--- src/rtl/frame_pair_align_if.sv ---
// rtl/frame_pair_align_if.sv - pixel stream bundle with tuser start-of-frame marker
interface frame_pair_align_if #(
  parameter int DATA_WIDTH = 32
);
  logic [DATA_WIDTH-1:0] tdata;
  logic                  tvalid;
  logic                  tready;
  logic                  tlast;
  logic                  tuser;

  modport master (
    output tdata,
    output tvalid,
    input  tready,
    output tlast,
    output tuser
  );

  modport slave (
    input  tdata,
    input  tvalid,
    output tready,
    input  tlast,
    input  tuser
  );
endinterface

--- src/rtl/frame_pair_align.sv ---
// rtl/frame_pair_align.sv - re-aligns previous/current frame streams on SOF and emits lockstep pairs
module frame_pair_align #(
  parameter int DATA_WIDTH = 32
) (
  input  logic                      aclk,
  input  logic                      aresetn,
  input  logic                      resync,
  frame_pair_align_if.slave         s_prev_axis,
  frame_pair_align_if.slave         s_curr_axis,
  frame_pair_align_if.master        m_prev_axis,
  frame_pair_align_if.master        m_curr_axis,
  output logic                      locked,
  output logic [31:0]               frame_count,
  output logic [15:0]               drop_count,
  output logic [15:0]               mismatch_count
);

  typedef enum logic {
    SEARCH = 1'b0,
    PAIRED = 1'b1
  } state_t;

  state_t                state;
  state_t                state_next;

  // One output slot shared by both sides; tlast/tuser are equal on both
  // sides whenever a pair is loaded, so a single copy is kept.
  logic                  out_valid;
  logic [DATA_WIDTH-1:0] prev_data;
  logic [DATA_WIDTH-1:0] curr_data;
  logic                  out_last;
  logic                  out_user;

  logic                  out_fire;
  logic                  space;
  logic                  prev_ready;
  logic                  curr_ready;
  logic                  load;
  logic                  mismatch;
  logic                  prev_drop;
  logic                  curr_drop;
  logic                  pair_match;

  logic [1:0]            drop_inc;
  logic [16:0]           drop_sum;
  logic [16:0]           mismatch_sum;

  assign out_fire   = out_valid && m_prev_axis.tready && m_curr_axis.tready;
  assign space      = !out_valid || out_fire;
  assign pair_match = (s_prev_axis.tuser == s_curr_axis.tuser) &&
                      (s_prev_axis.tlast == s_curr_axis.tlast);

  // Next-state and per-side handshake decode for SEARCH / PAIRED
  always_comb begin
    state_next = state;
    prev_ready = 1'b0;
    curr_ready = 1'b0;
    load       = 1'b0;
    mismatch   = 1'b0;
    prev_drop  = 1'b0;
    curr_drop  = 1'b0;
    case (state)
      SEARCH: begin
        // Each side discards non-SOF beats and parks on its SOF beat.
        prev_ready = !(s_prev_axis.tvalid && s_prev_axis.tuser);
        curr_ready = !(s_curr_axis.tvalid && s_curr_axis.tuser);
        prev_drop  = s_prev_axis.tvalid && !s_prev_axis.tuser;
        curr_drop  = s_curr_axis.tvalid && !s_curr_axis.tuser;
        if (s_prev_axis.tvalid && s_prev_axis.tuser &&
            s_curr_axis.tvalid && s_curr_axis.tuser) begin
          state_next = PAIRED;
        end
      end
      PAIRED: begin
        // Beats move only as a joined pair.
        prev_ready = space && s_curr_axis.tvalid;
        curr_ready = space && s_prev_axis.tvalid;
        if (space && s_prev_axis.tvalid && s_curr_axis.tvalid) begin
          load     = pair_match;
          mismatch = !pair_match;
        end
        if (mismatch) begin
          state_next = SEARCH;
        end
      end
      default: state_next = SEARCH;
    endcase
    if (resync) begin
      state_next = SEARCH;
    end
  end

  // Inputs are never ready while reset is held.
  assign s_prev_axis.tready = aresetn && prev_ready;
  assign s_curr_axis.tready = aresetn && curr_ready;

  assign m_prev_axis.tvalid = out_valid;
  assign m_curr_axis.tvalid = out_valid;
  assign m_prev_axis.tdata  = prev_data;
  assign m_curr_axis.tdata  = curr_data;
  assign m_prev_axis.tlast  = out_last;
  assign m_curr_axis.tlast  = out_last;
  assign m_prev_axis.tuser  = out_user;
  assign m_curr_axis.tuser  = out_user;

  assign locked = (state == PAIRED);

  assign drop_inc     = {1'b0, prev_drop} + {1'b0, curr_drop};
  assign drop_sum     = {1'b0, drop_count} + {15'd0, drop_inc};
  assign mismatch_sum = {1'b0, mismatch_count} + 17'd1;

  // State register
  always_ff @(posedge aclk or negedge aresetn) begin
    if (!aresetn) begin
      state <= SEARCH;
    end else begin
      state <= state_next;
    end
  end

  // Output slot: load a matched pair, otherwise empty it when it fires
  always_ff @(posedge aclk or negedge aresetn) begin
    if (!aresetn) begin
      out_valid <= 1'b0;
      prev_data <= '0;
      curr_data <= '0;
      out_last  <= 1'b0;
      out_user  <= 1'b0;
    end else if (load) begin
      out_valid <= 1'b1;
      prev_data <= s_prev_axis.tdata;
      curr_data <= s_curr_axis.tdata;
      out_last  <= s_prev_axis.tlast;
      out_user  <= s_prev_axis.tuser;
    end else if (out_fire) begin
      out_valid <= 1'b0;
    end
  end

  // Status counters: frames wrap, drops and mismatches saturate
  always_ff @(posedge aclk or negedge aresetn) begin
    if (!aresetn) begin
      frame_count    <= '0;
      drop_count     <= '0;
      mismatch_count <= '0;
    end else begin
      if (load && s_prev_axis.tuser) begin
        frame_count <= frame_count + 32'd1;
      end
      if (drop_inc != 2'd0) begin
        drop_count <= drop_sum[16] ? 16'hFFFF : drop_sum[15:0];
      end
      if (mismatch) begin
        mismatch_count <= mismatch_sum[16] ? 16'hFFFF : mismatch_sum[15:0];
      end
    end
  end

endmodule
--- src/flat_wrapper.sv ---
// flat-port wrapper written by rule: the top's interface ports become plain ports
module frame_pair_align_flat 
#(
  parameter int DATA_WIDTH = 32
)
  (aclk, aresetn, resync, locked, frame_count, drop_count, mismatch_count, s_prev_axis_tdata, s_prev_axis_tvalid, s_prev_axis_tready, s_prev_axis_tlast, s_prev_axis_tuser, s_curr_axis_tdata, s_curr_axis_tvalid, s_curr_axis_tready, s_curr_axis_tlast, s_curr_axis_tuser, m_prev_axis_tdata, m_prev_axis_tvalid, m_prev_axis_tready, m_prev_axis_tlast, m_prev_axis_tuser, m_curr_axis_tdata, m_curr_axis_tvalid, m_curr_axis_tready, m_curr_axis_tlast, m_curr_axis_tuser);
  frame_pair_align_if #(.DATA_WIDTH(DATA_WIDTH)) s_prev_axis_i ();
  frame_pair_align_if #(.DATA_WIDTH(DATA_WIDTH)) s_curr_axis_i ();
  frame_pair_align_if #(.DATA_WIDTH(DATA_WIDTH)) m_prev_axis_i ();
  frame_pair_align_if #(.DATA_WIDTH(DATA_WIDTH)) m_curr_axis_i ();
  input  logic aclk;
  input  logic aresetn;
  input  logic resync;
  output logic locked;
  output logic [31:0] frame_count;
  output logic [15:0] drop_count;
  output logic [15:0] mismatch_count;
  input wire logic [$bits(s_prev_axis_i.tdata)-1:0] s_prev_axis_tdata;
  input wire logic [$bits(s_prev_axis_i.tvalid)-1:0] s_prev_axis_tvalid;
  output wire logic [$bits(s_prev_axis_i.tready)-1:0] s_prev_axis_tready;
  input wire logic [$bits(s_prev_axis_i.tlast)-1:0] s_prev_axis_tlast;
  input wire logic [$bits(s_prev_axis_i.tuser)-1:0] s_prev_axis_tuser;
  input wire logic [$bits(s_curr_axis_i.tdata)-1:0] s_curr_axis_tdata;
  input wire logic [$bits(s_curr_axis_i.tvalid)-1:0] s_curr_axis_tvalid;
  output wire logic [$bits(s_curr_axis_i.tready)-1:0] s_curr_axis_tready;
  input wire logic [$bits(s_curr_axis_i.tlast)-1:0] s_curr_axis_tlast;
  input wire logic [$bits(s_curr_axis_i.tuser)-1:0] s_curr_axis_tuser;
  output wire logic [$bits(m_prev_axis_i.tdata)-1:0] m_prev_axis_tdata;
  output wire logic [$bits(m_prev_axis_i.tvalid)-1:0] m_prev_axis_tvalid;
  input wire logic [$bits(m_prev_axis_i.tready)-1:0] m_prev_axis_tready;
  output wire logic [$bits(m_prev_axis_i.tlast)-1:0] m_prev_axis_tlast;
  output wire logic [$bits(m_prev_axis_i.tuser)-1:0] m_prev_axis_tuser;
  output wire logic [$bits(m_curr_axis_i.tdata)-1:0] m_curr_axis_tdata;
  output wire logic [$bits(m_curr_axis_i.tvalid)-1:0] m_curr_axis_tvalid;
  input wire logic [$bits(m_curr_axis_i.tready)-1:0] m_curr_axis_tready;
  output wire logic [$bits(m_curr_axis_i.tlast)-1:0] m_curr_axis_tlast;
  output wire logic [$bits(m_curr_axis_i.tuser)-1:0] m_curr_axis_tuser;
  assign s_prev_axis_i.tdata = s_prev_axis_tdata;
  assign s_prev_axis_i.tvalid = s_prev_axis_tvalid;
  assign s_prev_axis_tready = s_prev_axis_i.tready;
  assign s_prev_axis_i.tlast = s_prev_axis_tlast;
  assign s_prev_axis_i.tuser = s_prev_axis_tuser;
  assign s_curr_axis_i.tdata = s_curr_axis_tdata;
  assign s_curr_axis_i.tvalid = s_curr_axis_tvalid;
  assign s_curr_axis_tready = s_curr_axis_i.tready;
  assign s_curr_axis_i.tlast = s_curr_axis_tlast;
  assign s_curr_axis_i.tuser = s_curr_axis_tuser;
  assign m_prev_axis_tdata = m_prev_axis_i.tdata;
  assign m_prev_axis_tvalid = m_prev_axis_i.tvalid;
  assign m_prev_axis_i.tready = m_prev_axis_tready;
  assign m_prev_axis_tlast = m_prev_axis_i.tlast;
  assign m_prev_axis_tuser = m_prev_axis_i.tuser;
  assign m_curr_axis_tdata = m_curr_axis_i.tdata;
  assign m_curr_axis_tvalid = m_curr_axis_i.tvalid;
  assign m_curr_axis_i.tready = m_curr_axis_tready;
  assign m_curr_axis_tlast = m_curr_axis_i.tlast;
  assign m_curr_axis_tuser = m_curr_axis_i.tuser;
  frame_pair_align #(.DATA_WIDTH(DATA_WIDTH)) u_core (.aclk(aclk), .aresetn(aresetn), .resync(resync), .s_prev_axis(s_prev_axis_i), .s_curr_axis(s_curr_axis_i), .m_prev_axis(m_prev_axis_i), .m_curr_axis(m_curr_axis_i), .locked(locked), .frame_count(frame_count), .drop_count(drop_count), .mismatch_count(mismatch_count));
endmodule
--- config.mk ---
export PLATFORM = sky130hd
export DESIGN_NAME = frame_pair_align_flat
export DESIGN_NICKNAME = d
export VERILOG_FILES = /design/src/rtl/frame_pair_align_if.sv /design/src/rtl/frame_pair_align.sv /design/src/flat_wrapper.sv
export SDC_FILE = /design/constraint.sdc
export NUM_CORES = 1
export LEC_CHECK = 0
export CAP_MARGIN = 5
export CORE_UTILIZATION = 49
export DETAILED_ROUTE_END_ITERATION = 8
export GPL_TIMING_DRIVEN = 0
export PLACE_DENSITY = 0.9
export SYNTH_ARGS = -nofsm -noshare
export SYNTH_HDL_FRONTEND = slang
export SYNTH_SLANG_ARGS = --single-unit
--- constraint.sdc ---
create_clock -name aclk -period 5.3 [get_ports aclk]
set_input_delay 1.06 -clock aclk [delete_from_list [all_inputs] [get_ports aclk]]
set_output_delay 1.06 -clock aclk [all_outputs]
set_load 0.02 [all_outputs]
# After elaboration in Yosys (flattened, before gate mapping)
# Index checks and enable logic that the tools add are counted.
# W data, S select, Z words.
totals:
  out_inout_bits: 137
  reg_bits: 132
  word_cells: 57
  input_bits: 75
classes:
  reduce_logical: 24
  addsub: 4
  bitwise: 1
  muxes: 17
  eq_ne: 2
op_table:
  columns: ["operator", "count"]
  rows:
  - ["$add A32 B1 Y32 const B", 1]
  - ["$mux W16", 2]
  - ["$add A16 B1 Y17 const B", 1]
  - ["$add A16 B2 Y17", 1]
  - ["$logic_and A1 B1 Y1", 15]
  - ["$mux W1", 12]
  - ["$logic_not A1 Y1", 6]
  - ["$pmux W1 S2", 3]
  - ["$reduce_bool A2 Y1", 2]
  - ["$add A1 B1 Y2", 1]
  - ["$eq A1 B1 Y1", 2]
  - ["$logic_or A1 B1 Y1", 1]
  - ["$not A1 Y1", 1]

# Logic depth before layout (Yosys ltp)
logic_depth:
  ltp_word: 10
  depth_mapped: 13
  ltp_nobuf: 11

# Worst setup path after synthesis
# Ideal clock, no wire load.
synth_path:
  path_kind: "input port to flip-flop"
  from: "input port s_prev_axis_tuser"
  to: "register u_core.drop_count[14]"
  arrival_ps: 3208
  cell_stages: 11
  n_path_buf: 0
  required_time_ps: 5175
  slack_ps: 1968
  setup_time_ps: 125
  cell_sequence: "nor2_1 -> and2_1 -> inv_1 -> ha_1 -> ha_1 -> inv_1 -> fa_1 -> or3b_2 -> nor2_1 -> nand3_1 -> mux2_2"
synth_between:
  elab_chain_len: 6
  elab_cells_between_ends: 7
  cone_classes: "add/sub (2); mux (2); reduce/logical (3)"
synth_lines:
  columns: ["item", "line", "text"]
  rows:
  - ["start: declaration", "flat_wrapper.sv:22", "input wire logic [$bits(s_prev_axis_i.tuser)-1:0] s_prev_axis_tuser;"]
  - ["$logic_not A1 Y1 (*)", "frame_pair_align.sv:67", "prev_drop = s_prev_axis.tvalid && !s_prev_axis.tuser;"]
  - ["$logic_and A1 B1 Y1 (*)", "frame_pair_align.sv:67", null]
  - ["$mux W1 (*)", "frame_pair_align.sv:62", "case (state)"]
  - ["$add A1 B1 Y2 (*)", "frame_pair_align.sv:108", "assign drop_inc = {1'b0, prev_drop} + {1'b0, curr_drop};"]
  - ["$add A16 B2 Y17", "frame_pair_align.sv:109", "assign drop_sum = {1'b0, drop_count} + {15'd0, drop_inc};"]
  - ["$mux W16", "frame_pair_align.sv:151", "drop_count <= drop_sum[16] ? 16'hFFFF : drop_sum[15:0];"]
  - ["end signal: assignment", "frame_pair_align.sv:151", null]
  - ["end: declaration", "frame_pair_align.sv:14", "output logic [15:0] drop_count,"]
# Every way passes the cells marked *; elsewhere a longest branch is shown, timed or not.
# A chain may end at the register's enable or synchronous reset.

# Worst setup path in the final report
layout_path:
  from: "input port s_prev_axis_tuser"
  to: "register u_core.drop_count[2]"
# Same word-level chain as after synthesis.

==> run metrics <==
ant diodes 0; R2R Path End u_core.drop_count[2]$_DFFE_PN0P_; Filler cells approximately 730; Cell Pwr Density about 330 nW/um^2; RR Startpoint u_core.locked$_DFF_PN0_; final instance area just under 9000 sq um; Post-synth ARST share 100%; Via density roughly 5.6; Overall Power slightly below 3 mW; H-tree Lvls 4; Post-synth EDFFs 0; FMAX 264 MHz; sw power approximately 0.73 mW; clk root buf clkbuf_16; Worst-path clk slew ~0.05 ns; synthesis-to-layout area growth 49.9%; register area 3300 sq um; R2R Setup Slk around 2.1 ns; fin util between 70 and 80%; cts bufs inserted 17; Worst-Margin Slew about 0.88 ns; cells after synthesis slightly below 500; clk buf depth 2; Arr. time, crit path 4.12 ns; core box area ~12000 sq um; worst vdd ir 209 uV; logic gate share of total power 17.6%; Multi-input gate area about 2400 sq um; total gr overflow 0; die width 112 um; most common flop cell mapped by yosys dfrtp_1; register bit total from synthesis around 130; Initial DRC Count ~290; RSZ-0062 raised after global routing no; Die Y approximately 110 um; setup violators final 0; Rows 39; starting density of the core approximately half; Final Hold Vio Count 0; worst reg2reg path depth 13; dpl hpwl roughly 11000 um; critical path peak fanout 10; leakage just over 4 nW; worst hold path depth 1; Switching Fraction around a quarter; critical setup path kind in2reg; Clock power frac between 40% and 50%; Hold Buf Count CTS 0; worst skew pair latency approximately 0.42 ns; drt drc 15; violated checks design-rule violations; Startpoint Class input pin; area of the die between 10000 and 15000 sq um; Worst path slowest cell or3b_2; # resized after CTS 0; first-pass GRT wire length between 20000 and 30000 um; drt pass-1 iters 7; skew final around 0.0038 ns; Post-Syn Area just under 6000 sq um; antenna-violating nets left 0; hold path start u_core.frame_count[31]$_DFFE_PN0P_; Setup crit end kind register; largest net degree at the start of global routing between 80 and 90; Cell Area, Placed 8230 sq um; Internal Pwr Total roughly 2.2 mW; Req. time, crit path approximately 5.6 ns; crit path time final between 3 and 4 ns; CTS tree built; Routed WL between 15000 and 20000 um; gr usage total 25.9%; final worst path period share a little under three quarters; port bufs around 210; sequential-to-total area share from yosys stat a little under three fifths; syn_nets 574; worst hold-check path type reg2reg; num ports roughly 210; Placer Congestion between 0.8 and 0.9; post-synthesis cell type count 44; share of cells above drive strength 1 between 15 and 20%; CTS Sinks around 130; post-synthesis average cell area 12.0 sq um; Hold EP u_core.frame_count[31]$_DFFE_PN0P_; CP Cell Sequence clkdlybuf4s50_1 -> nor2_1 -> and2_1 -> inv_1 -> ha_1 -> ha_1 -> inv_1 -> fa_1 -> or3b_2 -> nor2_1 -> nand3_1 -> clkbuf_1 -> o21ai_0; status finished with violations; DR vias 4890; post-CTS setup buffers 0; sequential power share 39.8%; initial antenna violation count 0; Slew Viols, Final 0; nets@finish between 800 and 900; Worst path max stage delay roughly 0.55 ns; Relative slew margins 40.8%; vias in the first global route ~5000; Synth warnings 0; maxcap violations 0; per-cell routed wire length between 15 and 20 um
==> cell usage in the layout (no fill, tap or decap), drive strengths merged, types with 5 or more instances in the layout <==
cell type | netlist | final
a21oi | 9 | 9
a31oi | 6 | 6
and3 | 8 | 8
and4 | 6 | 6
buf | 16 | 18
clkbuf | 4 | 26
clkdlybuf4s50 | 0 | 210
clkinv | 0 | 5
dfrtp | 132 | 132
ha | 6 | 6
inv | 15 | 15
mux2 | 75 | 75
nand2 | 43 | 43
nand3 | 20 | 20
nand4 | 17 | 17
nor2 | 15 | 15
nor3 | 19 | 19
nor4 | 21 | 21
o21ai | 7 | 7
xnor2 | 15 | 15
xor2 | 26 | 26
==> cells in the mapped netlist (all sizes together) (3+ instances only) <==
library cell	n	share of area, %
dfrtp	132	56
mux2	75	14
nand2	43	2.8
xor2	26	3.9
nor4	21	2.4
nand3	20	1.7
nor3	19	1.7
nand4	17	1.8
buf	16	1.9
inv	15	0.95
nor2	15	0.95
xnor2	15	2.2
a21oi	9	0.76
and3	8	0.85
o21ai	7	0.59
a31oi	6	0.64
and4	6	0.89
ha	6	1.3
and2	4	0.42
clkbuf	4	0.25
or4	4	0.57
nor2b	3	0.32
or3	3	0.32
==> worst max-delay path, delay by kind of cell <==
kind	cells	cell delay [ns]
AO/OA/AOI/OAI	1	0.14
adder cells (fa/ha/maj)	3	0.85
buffers and inverters	4	0.83
AND/OR/NAND/NOR	5	1.24
==> stage by stage <==
| step | setup TNS (ns) | worst slack [ns] | hold slack (ns) | instances |
|---|---|---|---|---|
| finish | 0 | 1.51 | 0.484 | 879 |
| global route | 0 | 1.26 | 0.500 | 879 |
| CTS | 0 | 1.49 | 0.490 | 879 |
| detailed placement | 0 | 1.10 | 0.478 | 847 |
| global placement | -245.87 | -2.57 | 0.469 | 846 |
| floorplan | 0 | 1.97 | 0.578 | 492 |
==> per-layer routing <==
| layer | part of all wire [%] | vias to the layer above | track usage (%) | wire [um] |
|---|---|---|---|---|
| met5 | 0 | - | 0 | 0 |
| met4 | 3.5 | 0 | 13.5 | 534 |
| met3 | 7.3 | 44 | 6.80 | 1140 |
| met2 | 51 | 231 | 43.2 | 7910 |
| met1 | 38 | 2397 | 30.8 | 5880 |
| li1 | - | 2218 | - | - |
==> worst max-delay path by stage <==
| stage | from | to | slack (ns) | cells past startpoint |
|---|---|---|---|---|
| finish | s_prev_axis_tuser | u_core.drop_count[2]$_DFFE_PN0P_ | 1.51 | 13 |
| global route | s_prev_axis_tuser | u_core.drop_count[2]$_DFFE_PN0P_ | 1.26 | 13 |
| CTS | m_curr_axis_tready | s_prev_axis_tready | 1.49 | 5 |
| detailed placement | s_prev_axis_tuser | u_core.drop_count[2]$_DFFE_PN0P_ | 1.10 | 13 |
| global placement | aresetn | s_curr_axis_tready | -2.57 | 3 |
| floorplan | s_prev_axis_tuser | u_core.drop_count[14]$_DFFE_PN0P_ | 1.97 | 11 |
==> cell type report <==
type                    instances  share of cell area (%)
clock buffers                  22                    5.36
plain buffers                  20                    1.44
repair buffers                212                    24.2
clock inverters                10                    1.72
flip-flops and latches        132                    37.3
inverters                      15                   0.636
well taps                     143                    2.02
multi-input cells             325                    27.3
==> logic make-up (layout without fill, tap and decap cells) <==
family,after synthesis,count (layout),share of synthesized area [%]
AND/OR/NAND/NOR,169,169,15.4
buffers and inverters,35,279,3.11
flip-flops,132,132,55.9
adder cells (fa/ha/maj),7,7,1.61
XOR/XNOR,41,41,6.08
AO/OA/AOI/OAI,32,32,3.39
multiplexers,76,76,14.5
==> power groups by stage <==
stage | Sequential (mW) | Clock [mW] | Combinational [mW]
6_report | 1.16 | 1.24 | 0.511
5_1_grt | 1.17 | 1.29 | 0.542
4_1_cts | 1.16 | 1.25 | 0.516
3_5_place_dp | 1.17 | 0 | 0.512
3_3_place_gp | 1.17 | 0 | 0.496
2_1_floorplan | 1.26 | 0 | 0.126
==> state kept, by name, indices dropped and copies added, names as in the netlist <==
| name | cells |
|---|---|
| u_core.mismatch_count | 16 |
| u_core.m_prev_axis.tdata | 32 |
| u_core.drop_count | 16 |
| u_core.m_curr_axis.tuser | 1 |
| u_core.m_curr_axis.tlast | 1 |
| u_core.locked | 1 |
| u_core.frame_count | 32 |
| u_core.m_curr_axis.tvalid | 1 |
| u_core.m_curr_axis.tdata | 32 |
(Power assumes the default switching activity.)
==> RTL edit 1, RTL diff (config.mk and constraints unchanged) <==
`DATA_WIDTH` is set to 32 in 3 places; all go to 28.
--- a/src/rtl/frame_pair_align_if.sv
+++ b/src/rtl/frame_pair_align_if.sv
@@ -1,5 +1,5 @@
 // rtl/frame_pair_align_if.sv - pixel stream bundle with tuser start-of-frame marker
 interface frame_pair_align_if #(
-  parameter int DATA_WIDTH = 32
+  parameter int DATA_WIDTH = 28
 );
   logic [DATA_WIDTH-1:0] tdata;
--- a/src/rtl/frame_pair_align.sv
+++ b/src/rtl/frame_pair_align.sv
@@ -1,5 +1,5 @@
 // rtl/frame_pair_align.sv - re-aligns previous/current frame streams on SOF and emits lockstep pairs
 module frame_pair_align #(
-  parameter int DATA_WIDTH = 32
+  parameter int DATA_WIDTH = 28
 ) (
   input  logic                      aclk,
--- a/src/flat_wrapper.sv
+++ b/src/flat_wrapper.sv
@@ -2,5 +2,5 @@
 module frame_pair_align_flat 
 #(
-  parameter int DATA_WIDTH = 32
+  parameter int DATA_WIDTH = 28
 )
   (aclk, aresetn, resync, locked, frame_count, drop_count, mismatch_count, s_prev_axis_tdata, s_prev_axis_tvalid, s_prev_axis_tready, s_prev_axis_tlast, s_prev_axis_tuser, s_curr_axis_tdata, s_curr_axis_tvalid, s_curr_axis_tready, s_curr_axis_tlast, s_curr_axis_tuser, m_prev_axis_tdata, m_prev_axis_tvalid, m_prev_axis_tready, m_prev_axis_tlast, m_prev_axis_tuser, m_curr_axis_tdata, m_curr_axis_tvalid, m_curr_axis_tready, m_curr_axis_tlast, m_curr_axis_tuser);
Ports: changed (resized m_curr_axis_tdata, m_prev_axis_tdata, s_curr_axis_tdata and s_prev_axis_tdata); port bits go from 212 to 196. No check against the original RTL was run, so the function may have changed too.
==> RTL edit 1 against the original RTL <==
Via count down 6.1%. Power down 7.5%. Register-to-register slack better by 0.44 ns. Final area down 4.6%. First-iteration DRC count down 30%. Largest cell class unchanged. Highest routed layer unchanged. Count of clock-buffer cells in the layout down 3. Routed wire length down 9.3%. Largest power group is now registers. Hold slack worse by 0.0023 ns. Global-route usage down 1.6 points. Worst setup slack better by 0.038 ns. Synthesized area down 3.2%. Sequential cell count down 8.
==> RTL edit 1: results (changes against the original RTL) <==
Parameter                              Value

Placement
  Count of buffers from port buffering ... 195 (-7.6%)
  Hpwl dp ... 10,300 um (-7.2%)
  Global placer's final weighted congestion ... 0.827 (-6.8%)
  # placed instances ... 814 (-3.9%)
  Post-place setup slack ... 1.50 ns (+0.400 ns)

Clock network
  Clock input transition at the sequential cells of the worst setup and hold paths ... 0.06 ns
  Clock buffer depth ... 2 (unchanged)
  Resize count post-CTS ... 0 (unchanged)
  TritonCTS Buffers ... 17 (unchanged)
  Insertion delay to the later sink of the worst-skew pair ... 0.41 ns
  Clock H-tree levels ... 4 (unchanged)
  Number of setup buffers added after CTS ... 0 (unchanged)

Yosys
  Syn Nets ... 549 (-4.4%)
  Gate count after technology mapping ... 475 (-3.5%)
  Synth Flop Type ... sky130_fd_sc_hd__dfrtp_1
  Most instantiated cells after synthesis ... sky130_fd_sc_hd__dfrtp_1, sky130_fd_sc_hd__mux2_2, sky130_fd_sc_hd__nand2_1, sky130_fd_sc_hd__xor2_1, sky130_fd_sc_hd__mux2_1
  Cell variety after synth ... 44 (unchanged)
  Register area share after synthesis ... 54.3% (-1.6 points)
  Fraction of registers with async set/reset ... 100% (unchanged)
  Most area-consuming cells after synthesis ... sky130_fd_sc_hd__dfrtp_1, sky130_fd_sc_hd__mux2_2, sky130_fd_sc_hd__xor2_1, sky130_fd_sc_hd__mux2_1, sky130_fd_sc_hd__nand2_1
  Yosys warning total ... 0 (unchanged)

Status
  Outcome ... complete, no violations

Finish
  Share of final-layout standard cells stronger than drive strength 1 ... 16.1% (-1.6 points)
  Number of non-filler instances in the completed layout ... 846 (-3.8%)
  Biggest register ... u_core.frame_count
  # fillers ... 740 (+0.82%)
  Number of inserted diodes ... 0 (unchanged)
  Final-stage net count ... 764 (-5.1%)

Critical path
  Crit-path max FO ... 6 (-4)
  Arrival time of the worst setup path ... 2.69 ns (-1.43 ns)
  Critical-path top delay cell ... sky130_fd_sc_hd__clkdlybuf4s50_1
  Delay of the slowest cell on the worst path ... 0.61 ns (+0.06 ns)

Global routing
  First-pass GRT wire length ... 22,100 um (-12%)
  Via count of the first global-routing pass ... 4,556 (-6.5%)
  Maximum number of pins on one net before global-route repair ... 65 (-20%)
  Antenna violations before repair ... 0 (unchanged)
  GR Util All Layers ... 24.3% (-1.6 points)

Power and ir drop
  Leak pwr ... 3.87 nW (-3.9%)
  Power dissipated by switching net loads ... 0.000734 W (+0.81%)
  Max VDD drop ... 246 uV (+18%)

Drt
  Drt wl/cell ... 16.6 um (-5.7%)
  Via count ... 4,590 (-6.1%)
  First-pass detailed-route iteration total ... 4 (-3)
  First DRT Iteration DRCs ... 200 (-30%)

STA
  Clk_skew ... 0.00951 ns (+0.00573 ns)
  Transition at the pin with the smallest max-transition slack ... 0.578 ns (-0.302 ns)
-- RTL edit 1: cell families after synthesis --
| kind of cell | synth area share [%] |
|---|---|
| simple gates | 17.5 |
| flops | 54.3 |
| mux | 14.0 |
| xor+xnor | 5.82 |
| buf+inv | 3.24 |
| compound gates | 3.55 |
| fa+ha+maj | 1.66 |
-- RTL edit 1: path summary, 6_finish.rpt --
kind	from	end	slack (ns)	cells after the start
max	m_curr_axis_tready	s_prev_axis_tready	1.55	6
min	u_core.frame_count[31]$_DFFE_PN0P_	u_core.frame_count[31]$_DFFE_PN0P_	0.48	1
max reg2reg	u_core.locked$_DFF_PN0_	u_core.drop_count[12]$_DFFE_PN0P_	2.54	10
min reg2reg	u_core.frame_count[31]$_DFFE_PN0P_	u_core.frame_count[31]$_DFFE_PN0P_	0.48	1
max in group asynchronous	aresetn	u_core.frame_count[0]$_DFFE_PN0P_	3.98	2
min in group asynchronous	aresetn	u_core.mismatch_count[2]$_DFFE_PN0P_	0.62	1
-- RTL edit 1: cell type report --
class / count / area, um2 / share of cell area (%)
repair buffers: 196 / 1980 / 23.4
flip-flops and latches: 124 / 3100 / 36.7
plain buffers: 21 / 140 / 1.66
well taps: 143 / 179 / 2.12
clock buffers: 19 / 453 / 5.36
clock inverters: 13 / 116 / 1.38
inverters: 12 / 45.0 / 0.533
multi-input cells: 318 / 2430 / 28.8
-- RTL edit 1: metrics by stage --
step | area, um2 | hold slack, ns
4_1_cts | 8450 | 0.487
6_report | 8450 | 0.482
3_5_place_dp | 7880 | 0.465
3_3_place_gp | 7850 | 0.456
2_1_floorplan | 5720 | 0.578
5_1_grt | 8450 | 0.502
-- RTL edit 1: power groups by stage --
stage          combinational [W]  clock (W)  sequential (W)
6_report                0.000484    0.00110         0.00110
2_1_floorplan           0.000118          0         0.00120
5_1_grt                 0.000520    0.00116         0.00111
3_5_place_dp            0.000486          0         0.00112
3_3_place_gp            0.000470          0         0.00111
4_1_cts                 0.000489    0.00112         0.00110
-- RTL edit 1: per-layer routing --
layer,up-vias,share of wire [%],track usage [%]
li1,2135,-,-
met4,0,1.8,10.0
met5,-,0,0
met1,2220,39,27.9
met3,24,8.6,8.35
met2,211,50,41.3
-- RTL edit 1: critical path, delay by kind of cell --
kind                   cells  cell delay, ns
AO/OA/AOI/OAI              2            0.28
AND/OR/NAND/NOR            2            0.28
buffers and inverters      2            1.07
==> RTL edit 2, RTL diff (same settings) <==
Without the edit above. Make the reset (`aresetn`) synchronous in 3 clocked blocks.
--- a/src/rtl/frame_pair_align.sv
+++ b/src/rtl/frame_pair_align.sv
@@ -111,5 +111,5 @@
 
   // State register
-  always_ff @(posedge aclk or negedge aresetn) begin
+  always_ff @(posedge aclk) begin
     if (!aresetn) begin
       state <= SEARCH;
@@ -120,5 +120,5 @@
 
   // Output slot: load a matched pair, otherwise empty it when it fires
-  always_ff @(posedge aclk or negedge aresetn) begin
+  always_ff @(posedge aclk) begin
     if (!aresetn) begin
       out_valid <= 1'b0;
@@ -139,5 +139,5 @@
 
   // Status counters: frames wrap, drops and mismatches saturate
-  always_ff @(posedge aclk or negedge aresetn) begin
+  always_ff @(posedge aclk) begin
     if (!aresetn) begin
       frame_count    <= '0;
Formal check against the unedited RTL: differs if aresetn is asserted again (counterexample within 4 cycles, from zero or initial values and one cycle with aresetn low); with aresetn held inactive, the same outputs for 10 cycles.
==> RTL edit 2 against the original RTL <==
The run still ends with DRC left. Die area fell by 0.25%. Cell count grew 25%. Worst setup slack got worse by 0.068 ns. Sequential cell count did not move. Final area shrank 0.95%. Routed wire length grew 22%. Register-to-register slack improved by 0.11 ns. Utilization fell by 0.72 points. Hold slack worse by 0.032 ns. Maximum frequency decreased by 1.8%. Synthesized area fell by 0.25%. Global-route usage is 4.6 points higher. Critical path type is now primary input to output port. Critical endpoint is now s_prev_axis_tready. Largest cell class is now multi-input combinational cells. Highest routed layer unchanged.
Power is not compared: it rests on default switching activity, and its combinational part moved more than twofold at a synthesized area within 25%.
==> RTL edit 2: results (changes against the original RTL) <==
Parameter                              Value

Yosys
  Most area-consuming cells after synthesis ... sky130_fd_sc_hd__dfxtp_1, sky130_fd_sc_hd__nand2_1, sky130_fd_sc_hd__a21oi_1, sky130_fd_sc_hd__nand4_1, sky130_fd_sc_hd__mux2i_1
  Most instantiated cells after synthesis ... sky130_fd_sc_hd__nand2_1, sky130_fd_sc_hd__dfxtp_1, sky130_fd_sc_hd__a21oi_1, sky130_fd_sc_hd__clkbuf_1
  Register area share after synthesis ... 44.8% (-11 points)
  Cell variety after synth ... 56 (+27%)
  Post-synthesis xor/xnor area fraction ... 2.21% (-3.9 points)
  Syn Nets ... 799 (+39%)
  Multiplexer share of the synthesized area ... 2.23% (-12 points)
  Fraction of the mapped netlist area in compound gates ... 16.5% (+13 points)
  Synth Flop Type ... sky130_fd_sc_hd__dfxtp_1
  Gate count after technology mapping ... 717 (+46%)
  Fraction of registers with async set/reset ... 0% (-100 points)
  Adder and majority cell fraction of the synthesized area ... 1.61% (+0.0041 points)

Clock network
  CTS Root Buffer Type ... sky130_fd_sc_hd__clkbuf_16

Critical path
  Cell type group with the largest total delay on the critical path ... buffers and inverters
  Delay of the slowest cell on the worst path ... 0.62 ns (+0.07 ns)
  Arrival time of the worst setup path ... 2.80 ns (-1.32 ns)
  Critical-path top delay cell ... sky130_fd_sc_hd__clkdlybuf4s50_1

Finish
  Share of final-layout standard cells stronger than drive strength 1 ... 6.47% (-11 points)
  Final-stage net count ... 1,029 (+28%)
  # fillers ... 820 (+12%)
  Number of non-filler instances in the completed layout ... 1,102 (+25%)
  Non-Filler Cell Area, Final ... 8770 um2 (-0.95%)
  Number of inserted diodes ... 0 (unchanged)

Placement
  # placed instances ... 1,071 (+26%)
  Post-place setup slack ... 1.04 ns (-0.0589 ns)
  Placed standard-cell area ... 8180 um2 (-0.53%)
  Hpwl dp ... 13,500 um (+22%)
  Global placer's final weighted congestion ... 0.915 (+3.2%)

Drt
  Via count ... 6,363 (+30%)
  DRC violations left ... 10 (-5)
  Drt wl/cell ... 17.1 um (-2.9%)
  First-pass detailed-route iteration total ... 9 (+2)
  First DRT Iteration DRCs ... 657 (+130%)

Status
  Violated checks ... DRC
  Outcome ... complete, but fails checks

Global routing
  GR Util All Layers ... 30.5% (+4.6 points)
  First-pass GRT wire length ... 30,200 um (+21%)
  Maximum number of pins on one net before global-route repair ... 17 (-79%)
  Via count of the first global-routing pass ... 5,929 (+22%)

STA
  Clk_skew ... 0.00987 ns (+0.00609 ns)
  Transition at the pin with the smallest max-transition slack ... 0.625 ns (-0.255 ns)
[RTL edit 2: changes by cell type after synthesis, sizes merged, moves of 11 or more]
cell    unedited run  this run
a21oi              9       103
clkbuf             4        24
dfrtp            132         0
dfxtp              0       132
mux2              75         1
mux2i              1        12
nand2             43       166
nand2b             2        14
o31ai              2        13
xor2              26         4
[RTL edit 2: metal layers]
layer  global-route usage, %  up-vias  routed length, um
met5                       0        -                  0
met4                    14.7        0                601
met3                    7.02       53               1240
met2                    49.0      267               9170
met1                    38.8     2997               7800
li1                        -     3046                  -
[RTL edit 2: path summary, 6_finish.rpt]
path	startpoint	to	slack, ns	cells past startpoint
hold reg to reg	u_core.m_prev_axis.tdata[31]$_SDFFE_PN0P_	u_core.m_prev_axis.tdata[31]$_SDFFE_PN0P_	0.45	2
setup / recovery	aresetn	s_prev_axis_tready	1.44	5
setup reg to reg	u_core.locked$_SDFF_PP0_	u_core.drop_count[2]$_SDFFE_PN0P_	2.21	13
hold / removal	u_core.m_prev_axis.tdata[31]$_SDFFE_PN0P_	u_core.m_prev_axis.tdata[31]$_SDFFE_PN0P_	0.45	2
[RTL edit 2: power groups by stage]
stage | Clock, W | Sequential (W) | Combinational, W
after floorplan | 0 | 0.00102 | 0.0000366
after global placement | 0 | 0.00102 | 0.000115
after detailed placement | 0 | 0.00102 | 0.000117
after CTS | 0.00118 | 0.000996 | 0.000118
after global routing | 0.00123 | 0.000996 | 0.000127
final | 0.00116 | 0.000997 | 0.000119
[RTL edit 2: cell type report]
class,instances,share of cell area (%)
buffer,47,2.55
multi-input combinational,526,34.0
timing repair buffer,211,24.1
sequential,132,30.1
clock inverter,9,1.17
clock buffer,22,5.52
tap,143,2.04
inverter,12,0.514
